`config.mk`:
```
export PLATFORM = sky130hd
export DESIGN_NAME = uart_tx_arbiter
export DESIGN_NICKNAME = d
export VERILOG_FILES = /design/src/rtl/uart_arb_pkg.sv /design/src/rtl/uart_tx_serializer.sv /design/src/rtl/uart_tx_arbiter.sv
export SDC_FILE = /design/constraint.sdc
export NUM_CORES = 1
export LEC_CHECK = 0
export CORE_UTILIZATION = 40
export CTS_CLUSTER_SIZE = 14
export DETAILED_ROUTE_END_ITERATION = 8
export DONT_BUFFER_PORTS = 1
export PLACE_DENSITY = 0.6
export SLEW_MARGIN = 15
export SYNTH_ARGS = -nofsm -noshare
export SYNTH_HDL_FRONTEND = slang
export SYNTH_SLANG_ARGS = --single-unit
export TNS_END_PERCENT = 100
```
`constraint.sdc`:
```
create_clock -name clk -period 2.7 [get_ports clk]
set_clock_uncertainty 0.15 [all_clocks]
set_input_delay 0.54 -clock clk [delete_from_list [all_inputs] [get_ports clk]]
set_output_delay 0.54 -clock clk [all_outputs]
set_load 0.02 [all_outputs]
```
`src/rtl/uart_arb_pkg.sv`:
```
// Shared types and helpers for the arbitrated UART transmitter: FSM states,
// frame geometry and the round-robin search used to pick the next owner.
package uart_arb_pkg;

  typedef enum logic [1:0] {StIdle, StOffer, StSend} arb_state_e;

  localparam int unsigned FRAME_BITS = 10;
  localparam int unsigned DEF_DIV_W  = 16;
  localparam int unsigned MAX_REQ    = 8;
  localparam int unsigned IDX_W      = 3;

  typedef struct packed {
    logic             found;
    logic [IDX_W-1:0] idx;
  } rr_pick_t;

  // First valid index at or after ptr, wrapping at num (num <= MAX_REQ).
  function automatic rr_pick_t rr_pick(input logic [MAX_REQ-1:0] valid,
                                       input logic [IDX_W-1:0]   ptr,
                                       input int unsigned        num);
    rr_pick_t    res;
    int unsigned i;
    res = '0;
    for (int unsigned k = 0; k < MAX_REQ; k++) begin
      i = (32'(ptr) + k) % num;
      if (k < num && !res.found && valid[i[IDX_W-1:0]]) begin
        res.found = 1'b1;
        res.idx   = i[IDX_W-1:0];
      end
    end
    return res;
  endfunction

endpackage

```
`src/rtl/uart_tx_serializer.sv`:
```
// 8N1 LSB-first frame shifter with a per-frame sampled baud divisor.
// done_o pulses during the last cycle of the stop bit.
module uart_tx_serializer
  import uart_arb_pkg::*;
#(
  parameter int unsigned DIV_W = DEF_DIV_W
) (
  input  logic             clk,
  input  logic             rst,
  input  logic             start_i,
  input  logic [7:0]       data_i,
  input  logic [DIV_W-1:0] div_i,
  output logic             tx_o,
  output logic             busy_o,
  output logic             done_o
);

  logic [FRAME_BITS-1:0] shreg_q, shreg_d;
  logic [DIV_W-1:0]      period_q, period_d;
  logic [DIV_W-1:0]      div_q, div_d;
  logic [3:0]            bit_q, bit_d;
  logic                  busy_q, busy_d;

  always_ff @(posedge clk or posedge rst) begin
    if (rst) begin
      shreg_q  <= '1;
      period_q <= '0;
      div_q    <= DIV_W'(1);
      bit_q    <= '0;
      busy_q   <= 1'b0;
    end else begin
      shreg_q  <= shreg_d;
      period_q <= period_d;
      div_q    <= div_d;
      bit_q    <= bit_d;
      busy_q   <= busy_d;
    end
  end

  always_comb begin
    shreg_d  = shreg_q;
    period_d = period_q;
    div_d    = div_q;
    bit_d    = bit_q;
    busy_d   = busy_q;
    done_o   = 1'b0;
    if (start_i && !busy_q) begin
      shreg_d  = {1'b1, data_i, 1'b0};
      div_d    = (div_i == '0) ? DIV_W'(1) : div_i;
      period_d = div_d - DIV_W'(1);
      bit_d    = '0;
      busy_d   = 1'b1;
    end else if (busy_q) begin
      if (period_q == '0) begin
        if (bit_q == 4'(FRAME_BITS - 1)) begin
          done_o  = 1'b1;
          busy_d  = 1'b0;
          shreg_d = '1;
        end else begin
          shreg_d  = {1'b1, shreg_q[FRAME_BITS-1:1]};
          bit_d    = bit_q + 4'd1;
          period_d = div_q - DIV_W'(1);
        end
      end else begin
        period_d = period_q - DIV_W'(1);
      end
    end
  end

  // Idle shift register is all ones, so the line rests high.
  assign tx_o   = shreg_q[0];
  assign busy_o = busy_q;

endmodule

```
`src/rtl/uart_tx_arbiter.sv`:
```
// Round-robin arbiter sharing one 8N1 UART line between byte requesters,
// with owner lock for multi-byte messages and active-low CTS gating.
module uart_tx_arbiter
  import uart_arb_pkg::*;
#(
  parameter int unsigned NUM_REQ = 4,
  parameter int unsigned DIV_W   = DEF_DIV_W,
  parameter int unsigned CNT_W   = 16
) (
  input  logic                 clk,
  input  logic                 rst,
  input  logic [DIV_W-1:0]     cfg_div_i,
  input  logic                 cts_n_i,
  input  logic [NUM_REQ-1:0]   req_valid_i,
  input  logic [NUM_REQ*8-1:0] req_data_i,
  input  logic [NUM_REQ-1:0]   req_lock_i,
  output logic [NUM_REQ-1:0]   req_ready_o,
  output logic [NUM_REQ-1:0]   grant_o,
  output logic                 uart_tx_o,
  output logic                 busy_o,
  output logic [CNT_W-1:0]     frames_sent_o
);

  localparam logic [NUM_REQ-1:0] GrantOne = NUM_REQ'(1);

  arb_state_e         state_q, state_d;
  logic [NUM_REQ-1:0] grant_q, grant_d;
  logic [IDX_W-1:0]   owner_q, owner_d;
  logic [IDX_W-1:0]   ptr_q, ptr_d;
  logic [CNT_W-1:0]   cnt_q, cnt_d;

  logic [MAX_REQ-1:0] valid_pad;
  rr_pick_t           pick;
  logic               owner_valid;
  logic               owner_lock;
  logic [7:0]         owner_data;
  logic               accept;
  logic               ser_busy;
  logic               ser_done;
  logic               ser_tx;

  always_comb begin
    valid_pad                = '0;
    valid_pad[NUM_REQ-1:0]   = req_valid_i;
    owner_valid              = |(req_valid_i & grant_q);
    owner_lock               = |(req_lock_i & grant_q);
    owner_data               = '0;
    for (int unsigned i = 0; i < NUM_REQ; i++) begin
      if (grant_q[i]) owner_data = req_data_i[8*i +: 8];
    end
  end

  assign pick = rr_pick(valid_pad, ptr_q, NUM_REQ);

  always_ff @(posedge clk or posedge rst) begin
    if (rst) begin
      state_q <= StIdle;
      grant_q <= '0;
      owner_q <= '0;
      ptr_q   <= '0;
      cnt_q   <= '0;
    end else begin
      state_q <= state_d;
      grant_q <= grant_d;
      owner_q <= owner_d;
      ptr_q   <= ptr_d;
      cnt_q   <= cnt_d;
    end
  end

  always_comb begin
    state_d = state_q;
    grant_d = grant_q;
    owner_d = owner_q;
    ptr_d   = ptr_q;
    cnt_d   = cnt_q;
    unique case (state_q)
      StIdle: begin
        if (!cts_n_i && pick.found) begin
          grant_d = GrantOne << pick.idx;
          owner_d = pick.idx;
          state_d = StOffer;
        end
      end
      StOffer: begin
        if (accept) begin
          state_d = StSend;
        end else if (!owner_valid && !owner_lock) begin
          // Released without sending: pointer stays so fairness is unchanged.
          grant_d = '0;
          state_d = StIdle;
        end
      end
      StSend: begin
        if (ser_done) begin
          cnt_d = cnt_q + CNT_W'(1);
          if (owner_lock) begin
            state_d = StOffer;
          end else begin
            grant_d = '0;
            state_d = StIdle;
            ptr_d   = (owner_q == IDX_W'(NUM_REQ - 1)) ? '0 : owner_q + IDX_W'(1);
          end
        end
      end
      default: state_d = StIdle;
    endcase
  end

  always_comb begin
    req_ready_o = '0;
    if (state_q == StOffer) req_ready_o = grant_q & {NUM_REQ{~cts_n_i}};
  end

  assign accept = |(req_ready_o & req_valid_i);

  uart_tx_serializer #(
    .DIV_W(DIV_W)
  ) u_ser (
    .clk    (clk),
    .rst    (rst),
    .start_i(accept),
    .data_i (owner_data),
    .div_i  (cfg_div_i),
    .tx_o   (ser_tx),
    .busy_o (ser_busy),
    .done_o (ser_done)
  );

  assign grant_o       = grant_q;
  assign uart_tx_o     = ser_tx;
  assign busy_o        = ser_busy;
  assign frames_sent_o = cnt_q;

endmodule

```
**Word level (Yosys, flattened, before mapping)**

Index checks and enable logic that the tools add are counted.

- Register bits: 74
- Latch bits: 0
- Bits in writable memories: 0
- Memory bits (read-only): 0
- Output and inout bits: 26
- Memories: 0

- $add $sub $neg: 9
- Multipliers: 0
- Divide/modulo/power cells: 0
- Order comparisons: 4
- Equality and inequality tests: 12
- Shift operators: 1
- Muxes and demuxes: 51
- Bitwise logic cells: 6
- Reduce and logical (&&, ||, !) cells: 30

Operators by type and width:

| kind | count |
|---|---|
| $mux 16 | 5 |
| $mux 4 | 14 |
| $sub 16x1->16 const B | 3 |
| $logic_not 16->1 | 2 |
| $mux 8 | 4 |
| $mux 10 | 3 |
| $add 16x1->16 const B | 1 |
| $and 4x4->4 | 4 |
| $lt 2x4->1 const B | 4 |
| $mux 1 | 13 |
| $pmux 4 s3 | 1 |
| $reduce_or 4->1 | 3 |
| $mux 2 | 5 |
| $ne 2x2->1 const B | 5 |
| $mux 9 | 1 |
| $reduce_and 3->1 | 3 |
| $bmux 1 s2 | 4 |
| $reduce_and 2->1 | 4 |
| $logic_not 1->1 | 7 |
| $logic_and 1x1->1 | 6 |
| $ne 3x2->1 const B | 2 |
| $pmux 2 s3 | 1 |
| $reduce_and 6->1 | 1 |
| $add 2x1->2 const B | 2 |
| other kinds (12) | 15 |

**Logic depth before layout (Yosys ltp)**

Gate-level depths: netlist of run 1.

- Depth after elaboration: 15
- Mapped depth: 13

**By module**

A second synthesis of run 1 with hierarchy kept.

- Cells, all modules: 460
- Area, all modules: 4274.1 um^2

Modules (own cells, without submodules):

| module | instances | cells each | area each (um^2) |
|---|---|---|---|
| uart_tx_serializer | 1 | 281 | 2571.2 |
| uart_tx_arbiter | 1 | 179 | 1702.9 |

**Least setup slack after synthesis of run 1**

No wires, ideal clock.

- Kind: in2reg
- Start point: input port req_valid_i[1]
- End point: register u_ser.period_q[6]
- Data arrival time: 2567 ps
- Data required time: 2468 ps
- Path slack: -99 ps
- Stages: 11
- Path through: a222oi_1 -> o21ai_1 -> buf_4 -> nand2_2 -> mux2i_1 -> ha_1 -> buf_1 -> nand3_1 -> xnor2_1 -> o22ai_1 -> a31oi_1

- Cells in the longest elaborated chain, start to end: 5
- Elaborated cells on any way between the ends: 7
- Classes of those cells: eq/ne (1); mux (1); bitwise (1); reduce/logical (4)

RTL lines:

| what | line | RTL |
|---|---|---|
| start: declaration | uart_tx_arbiter.sv:14 | `input logic [NUM_REQ-1:0] req_valid_i,` |
| $and 4x4->4 (*) | uart_tx_arbiter.sv:115 | `assign accept = \|(req_ready_o & req_valid_i);` |
| $reduce_or 4->1 (*) | uart_tx_arbiter.sv:115 |  |
| $logic_and 1x1->1 (*) | uart_tx_serializer.sv:47 | `if (start_i && !busy_q) begin` |
| $ne 3x2->1 (no source line) / $reduce_bool 2->1 (equally long branches) | - |  |
| $reduce_and 2->1 (no source line) | - |  |
| end signal: assignment | uart_tx_serializer.sv:33 | `period_q <= period_d;` |
| end: declaration | uart_tx_serializer.sv:19 | `logic [DIV_W-1:0] period_q, period_d;` |

Every way passes the cells marked *; elsewhere a longest branch is shown, timed or not.
A chain may end at the register's enable or synchronous reset.

**Worst setup path after layout of run 1**

- Start point: register u_ser.period_q[0]
- End point: register cnt_q[14] (netlist: frames_sent_o[14])

- Cells in the longest elaborated chain, start to end: 5

RTL lines:

| what | line | RTL |
|---|---|---|
| $logic_not 16->1 | uart_tx_serializer.sv:54 | `if (period_q == '0) begin` |
| $mux 1 | uart_tx_serializer.sv:54 |  |
| $mux 1 | uart_tx_serializer.sv:53 | `end else if (busy_q) begin` |
| $mux 1 | uart_tx_serializer.sv:47 |  |
| $reduce_and 2->1 (no source line) | - |  |
| end signal: assignment | uart_tx_arbiter.sv:67 | `cnt_q <= cnt_d;` |
| end: declaration | uart_tx_arbiter.sv:30 | `logic [CNT_W-1:0] cnt_q, cnt_d;` |

No other way between the ends.

==> metrics, run 1 <==
Main synth FF type=dfrtp_1; initial core utilization=41.1%; Area Growth Syn to Fin=26.7%; Final setup viols=0; Non-Filler Instances=696; yosys warns=0; Leakage=roughly 0.0024 uW; met1 global-route usage=26.1%; die footprint=11000 um2; crit end category=flop; Synth area leaders=dfrtp_1 (37%), nand2_1 (7.3%), dfstp_2 (6.2%); CP peak stage delay=slightly above 0.4 ns; Top Family by Delay on Critical Path=simple AND/OR/NAND/NOR gates; Peak Freq=386 MHz; clock slew at reported path FFs=0.09 ns; total gr overflow=0; area of the multi-input gates=around 2400 um2; CP required=~2.8 ns; Max Slew Vio Count=0; run status=complete, no violations; final layout net count=between 600 and 700; via-per-instance ratio=~5.6; Rows=37; Root Driver=clkbuf_8; met2 usage=36.0%; flops & latches, synth=72; final WL=11300 um; TritonCTS Buffers=9; R2R Path Start=u_ser.period_q[0]; flop-to-flop setup slack=0.11 ns; # H-tree levels=3; R2R Path End=frames_sent_o[14]; RSZ-0062 raised after global routing=yes; fill count=936; Max Cap Viol=0; CP Class=reg2reg; Top Usage Layer GRT=met2; Core ar.=slightly above 10000 um2; I/O pin cnt=85; Synth Net Count=549; fraction of layout cells with a size suffix above 1=28.7%; hold path startpoint=cfg_div_i[6]; met3 Use GR=4.62%; Crit Path Max Fanout=4; WHS Path Cells=2; largest area contributor in the netlist=dfrtp_1; worst-margin pin slew=0.534 ns; initial antenna violation count=0; Buf/Inv on CP=2; maximum number of pins on one net before global-route repair=57; maximum VDD drop=0.525 mV; vias in the first global route=3820; first drt pass iteration count=4; # diodes=0; Total GRT Usage=21.2%; crit start category=flop; DRT iter0 DRCs=212; Fin. Hold Viols=0; power per cell area=963 nW/um2; final core occ=about 52%; routed len/inst=16.3 um; Avg Cell Area, Syn=8.80 um2; final worst-path cycle share=95.9%; CTS tree=done; Mapped Area=4220 um2; die width=about 100 um; Final ANT Viol Nets=0; slowest library cell on the worst path=dfrtp_1; critical path arrival=2.73 ns; register area share after synthesis=43.0%; Reg area=about 1800 um2; first-pass GRT wire length=18500 um; Yosys top cell area share=36.7%; RD Place Congestion=0.923; Sink Count=72; Slew headroom=~64%; Hold Path Class=in2reg; critical path, cell by cell=nor4_2 > buf_4 > and3_4 > and4b_1 > and3_4 > and3_4 > buf_6 > nand4_1 > nor2_1 > xor2_1; dpl cells=664; clk_lat worst skew=0.36 ns; Post-synth EDFFs=0; die height=around 100 um; library cells used by synthesis=60; Worst Hold Path EP=u_ser.div_q[6]; via count=3882; DRC=0; asr flop ratio synth=100%; Post-DP HPWL=between 8000 and 9000 um; CTS Buffer Depth=2; critical path's most frequent cell=and3_4; Mapped Cells=480; port bufs=0; reg2reg path depth=10; fin crit period=about 2.6 ns
[metrics by stage]
step / total power, uW / cell area [um2] / setup TNS, ns / hold slack (ns) / setup WS [ns]
2_1_floorplan: 3090 / 4240 / 0 / 0.295 / 0.0405
3_3_place_gp: 3820 / 4820 / -1.08 / 0.274 / -0.148
3_5_place_dp: 3870 / 4820 / -2.19 / 0.281 / -0.235
4_1_cts: 4930 / 5080 / -0.0301 / 0.132 / -0.0112
5_1_grt: 5510 / 5350 / -0.121 / 0.147 / -0.0419
6_report: 5160 / 5350 / 0 / 0.141 / 0.112
[routing by layer]
metal	wire (um)	vias to the layer above
li1	-	1852
met1	4920	1894
met2	5620	112
met3	562	24
met4	240	0
met5	0	-
[report_power, final]
group	leakage (uW)	switching, uW	internal [uW]	total (uW)
sequential	0.000910	309	1480	1790
clock	0.000110	460	530	990
combinational	0.00139	1210	1170	2380
total	0.00241	1980	3180	5160
[registers in the layout, indices dropped and copies added, names as in the netlist]
signal          cells
grant_o             4
u_ser.div_q        16
frames_sent_o      16
u_ser.bit_q         4
ptr_q               2
u_ser.shreg_q       9
u_ser.period_q     16
state_q             2
u_ser.busy_o        1
owner_q             2
[kinds of logic after synthesis]
family | Yosys count | synth area share (%)
compound gates | 110 | 16.5
xor+xnor | 32 | 6.63
fa+ha+maj | 10 | 2.96
buf+inv | 31 | 3.94
flops | 72 | 43.0
mux | 11 | 2.87
simple gates | 214 | 24.2
[cells in the mapped netlist (3+ instances only)]
cell       n
or3_1      6
ha_1      10
dfstp_2   10
clkbuf_1  13
a31oi_1   11
o21a_1     3
xnor2_1   16
nand2_1   82
mux2_1     4
xor2_1    16
nand4_1   10
buf_6      3
a22oi_1   10
mux2_2     5
a21oi_1   25
a31o_2     4
nor3_1    10
nor2_1    48
o21ai_1   12
buf_2      3
o211ai_1   5
and3_1     6
nand3_1   20
o22ai_1    5
o21ai_0   22
dfrtp_1   62
and2_1     4
nor4_1     7
inv_1      7
[how the worst max path moves through the flow]
stage | start | to | depth (start not counted)
final | u_ser.period_q[0] | frames_sent_o[14] | 10
after detailed placement | req_valid_i[1] | u_ser.period_q[6] | 9
after floorplan | req_valid_i[1] | u_ser.period_q[6] | 11
after global placement | req_valid_i[1] | u_ser.period_q[6] | 9
after CTS | state_q[1] | u_ser.period_q[10] | 11
after global routing | u_ser.period_q[13] | frames_sent_o[10] | 10
[worst register-to-register path, cell delays in order (launching register included)]
cell	delay [ns]
dfrtp_1	0.41
nor4_2	0.33
buf_4	0.18
and3_4	0.17
and4b_1	0.25
and3_4	0.21
and3_4	0.20
buf_6	0.09
nand4_1	0.20
nor2_1	0.20
xor2_1	0.15
[cells in the final DEF, fill, tap and decap left out, types with 3 or more instances in the layout]
master and count:
inv_1 5, a22oi_1 10, or3_1 6, o211ai_1 5, clkbuf_8 9, nand2_1 82
and3_1 3, and3_4 6, dfrtp_1 60, nor4_1 3, xor2_1 16, nand3_1 19
mux2_2 5, nor4_2 3, buf_4 79, nand4_1 10, nor3_1 10, and2_1 3
a21oi_1 24, nor2_1 43, mux2_1 4, o21ai_1 13, a31oi_1 11, o22ai_1 4
o21ai_0 20, buf_6 5, xnor2_1 16, nor2_2 4, dfstp_2 10, ha_1 7
a31o_2 3
[layout make-up]
cell class / count / share of cell area, %
Clock buffer: 9 / 2.31
Clock inverter: 7 / 1.92
Inverter: 8 / 0.631
Multi-Input combinational cell: 377 / 45.0
Sequential cell: 72 / 33.9
Tap cell: 136 / 3.18
Timing Repair Buffer: 87 / 13.1
[timing repair]
| item | in CTS | in global routing |
|---|---|---|
| setup endpoints to repair | 13 | 23 |
| hold endpoints to repair | 16 | 0 |
| gates cloned | 0 | 0 |
| gates resized for setup | 5 | 37 |
| hold buffers | 1 | 0 |
| buffers inserted | 1 | 14 |
| pin swaps | 1 | 12 |
No activity file was read; power rests on OpenSTA's default activity.
==> inputs of run 2 (changes only) <==
--- a/config.mk
+++ b/config.mk
@@ -10,5 +10,7 @@
 export DETAILED_ROUTE_END_ITERATION = 8
 export DONT_BUFFER_PORTS = 1
+export GPL_ROUTABILITY_DRIVEN = 0
 export PLACE_DENSITY = 0.6
+export SKIP_CTS_REPAIR_TIMING = 1
 export SLEW_MARGIN = 15
 export SYNTH_ARGS = -nofsm -noshare
--- a/constraint.sdc
+++ b/constraint.sdc
@@ -3,3 +3,3 @@
 set_input_delay 0.54 -clock clk [delete_from_list [all_inputs] [get_ports clk]]
 set_output_delay 0.54 -clock clk [all_outputs]
-set_load 0.02 [all_outputs]
+set_load 0.05 [all_outputs]
==> metrics, run 2 (synthesis gave the netlist of run 1 again) <==
final worst-path cycle share=100% (was 95.9%); crit end category=flop (unchanged); critical path, cell by cell=a222oi_1 > buf_4 > o21ai_4 > buf_6 > and3_4 > a2111oi_4 > buf_4 > nand3_2 > xnor2_1 > o22ai_1 > a31oi_1 (was nor4_2 > buf_4 > and3_4 > and4b_1 > and3_4 > and3_4 > buf_6 > nand4_1 > nor2_1 > xor2_1); # H-tree levels=3 (unchanged); DRC=0 (unchanged); die height=105 um (unchanged); Max Cap Viol=0 (unchanged); Leakage=0.00248 uW (was 0.00241 uW); run status=finished, violations left (was complete, no violations); Area Growth Syn to Fin=29.9% (was 26.7%); initial core utilization=41.1% (unchanged); via-per-instance ratio=5.54 (was 5.58); CP peak stage delay=0.43 ns (was 0.41 ns); Buf/Inv on CP=3 (was 2); fraction of layout cells with a size suffix above 1=31.4% (was 28.7%); clock slew at reported path FFs=0.09 ns (about the same); worst-margin pin slew=0.707 ns (was 0.534 ns); maximum VDD drop=0.490 mV (was 0.525 mV); Total GRT Usage=20.4% (was 21.2%); most frequent cells in the layout=buf_4 (95), nand2_1 (81), dfrtp_1 (57), nor2_1 (44), a21oi_1 (25) (was nand2_1 (82), buf_4 (79), dfrtp_1 (60), nor2_1 (43), a21oi_1 (24)); Crit Path Max Fanout=4 (unchanged); fin crit period=2.71 ns (was 2.59 ns); most common cell after layout, fill and taps aside=buf_4 (was nand2_1); maximum number of pins on one net before global-route repair=43 (was 57); Peak Freq=369 MHz (was 386 MHz); Final setup viols=2 (was 0); Final ANT Viol Nets=0 (unchanged); initial antenna violation count=0 (unchanged); R2R Path End=u_ser.period_q[6] (was frames_sent_o[14]); CP required=2.82 ns (was 2.84 ns); Fin. Hold Viols=0 (unchanged); Worst Slack Setup Final=-0.00980 ns (was 0.112 ns); Total Power=5320 uW (was 5160 uW); TritonCTS Buffers=9 (unchanged); Slew headroom=52.8% (was 64.1%); via count=3942 (was 3882); critical path's most frequent cell=buf_4 (was and3_4); final layout net count=640 (was 624); flop-to-flop setup slack=-0.01 ns (was 0.11 ns); routed len/inst=16.3 um (about the same); total gr overflow=0 (unchanged); DRT iter0 DRCs=220 (was 212); first-pass GRT wire length=18000 um (was 18500 um); slowest library cell on the worst path=a2111oi_4 (was dfrtp_1); Non-Filler Instances=712 (was 696); RSZ-0062 raised after global routing=yes (unchanged); clk_lat worst skew=0.35 ns (was 0.36 ns); Rows=37 (unchanged); CTS Buffer Depth=2 (unchanged); power per cell area=970 nW/um2 (was 963 nW/um2); # diodes=0 (unchanged); R2R Path Start=grant_o[1] (was u_ser.period_q[0]); CTS tree=done (unchanged); die width=105 um (unchanged); CP Class=reg2reg (unchanged); violated checks=setup timing; Root Driver=clkbuf_8 (unchanged); Hold Path Class=in2async (was in2reg); I/O pin cnt=85 (unchanged); Core ar.=10300 um2 (unchanged); Top Family by Delay on Critical Path=compound AO/OA/AOI/OAI gates (was simple AND/OR/NAND/NOR gates); first drt pass iteration count=6 (was 4); critical path arrival=2.83 ns (was 2.73 ns); die footprint=11000 um2 (unchanged); Post-DP HPWL=8300 um (was 8360 um); reg2reg path depth=11 (was 10); final WL=11600 um (was 11300 um); vias in the first global route=3816 (was 3820); crit start category=flop (unchanged); dpl cells=681 (was 664); port bufs=0 (unchanged); Max Slew Vio Count=0 (unchanged); Sink Count=72 (unchanged)
[run 2: cell count changes in the layout (fill, tap and decap cells not counted), sizes merged]
cell         delta
buf            +17
clkbuf          +2
inv             -2
dlygate4sd3     -1
[run 2: worst max path at each step]
stage / startpoint / to / cells past startpoint
floorplan: grant_o[1] / u_ser.period_q[6] / 11
global placement: state_q[1] / u_ser.period_q[10] / 11
detailed placement: state_q[1] / u_ser.period_q[11] / 11
CTS: state_q[1] / u_ser.period_q[11] / 11
global route: grant_o[1] / u_ser.period_q[10] / 11
finish: grant_o[1] / u_ser.period_q[6] / 11
[run 2: metal layers]
layer	wire (um)	track usage, %	vias up
met3	598	4.24	21
met1	5270	26.3	1882
met5	0	0	-
met4	187	5.63	0
li1	-	-	1888
met2	5570	34.7	151
[run 2: per-stage QoR]
step	hold WS, ns	cell area (um2)	utilization [%]	setup TNS (ns)	worst slack, ns
after global routing	0.0703	5490	53.4	-0.643	-0.0846
final	0.0332	5490	53.4	-0.0131	-0.00980
after floorplan	0.295	4230	-	0	0.0165
after CTS	0.0433	5150	50.2	-3.02	-0.311
after detailed placement	0.319	4940	48.1	-1.93	-0.236
after global placement	0.312	4940	48.1	-1.01	-0.121
[run 2: cell type report]
type                       instances  area [um2]
multi-input combinational        377        2430
clock inverter                     5        81.3
timing repair buffer             103         821
fill                             937        4790
clock buffer                      11         131
inverter                           8        33.8
sequential                        72        1820
tap                              136         170
[run 2: power by group]
group / internal [uW] / switching, uW / total (uW)
Combinational: 1230 / 1350 / 2580
Clock: 522 / 432 / 954
Sequential: 1480 / 305 / 1790
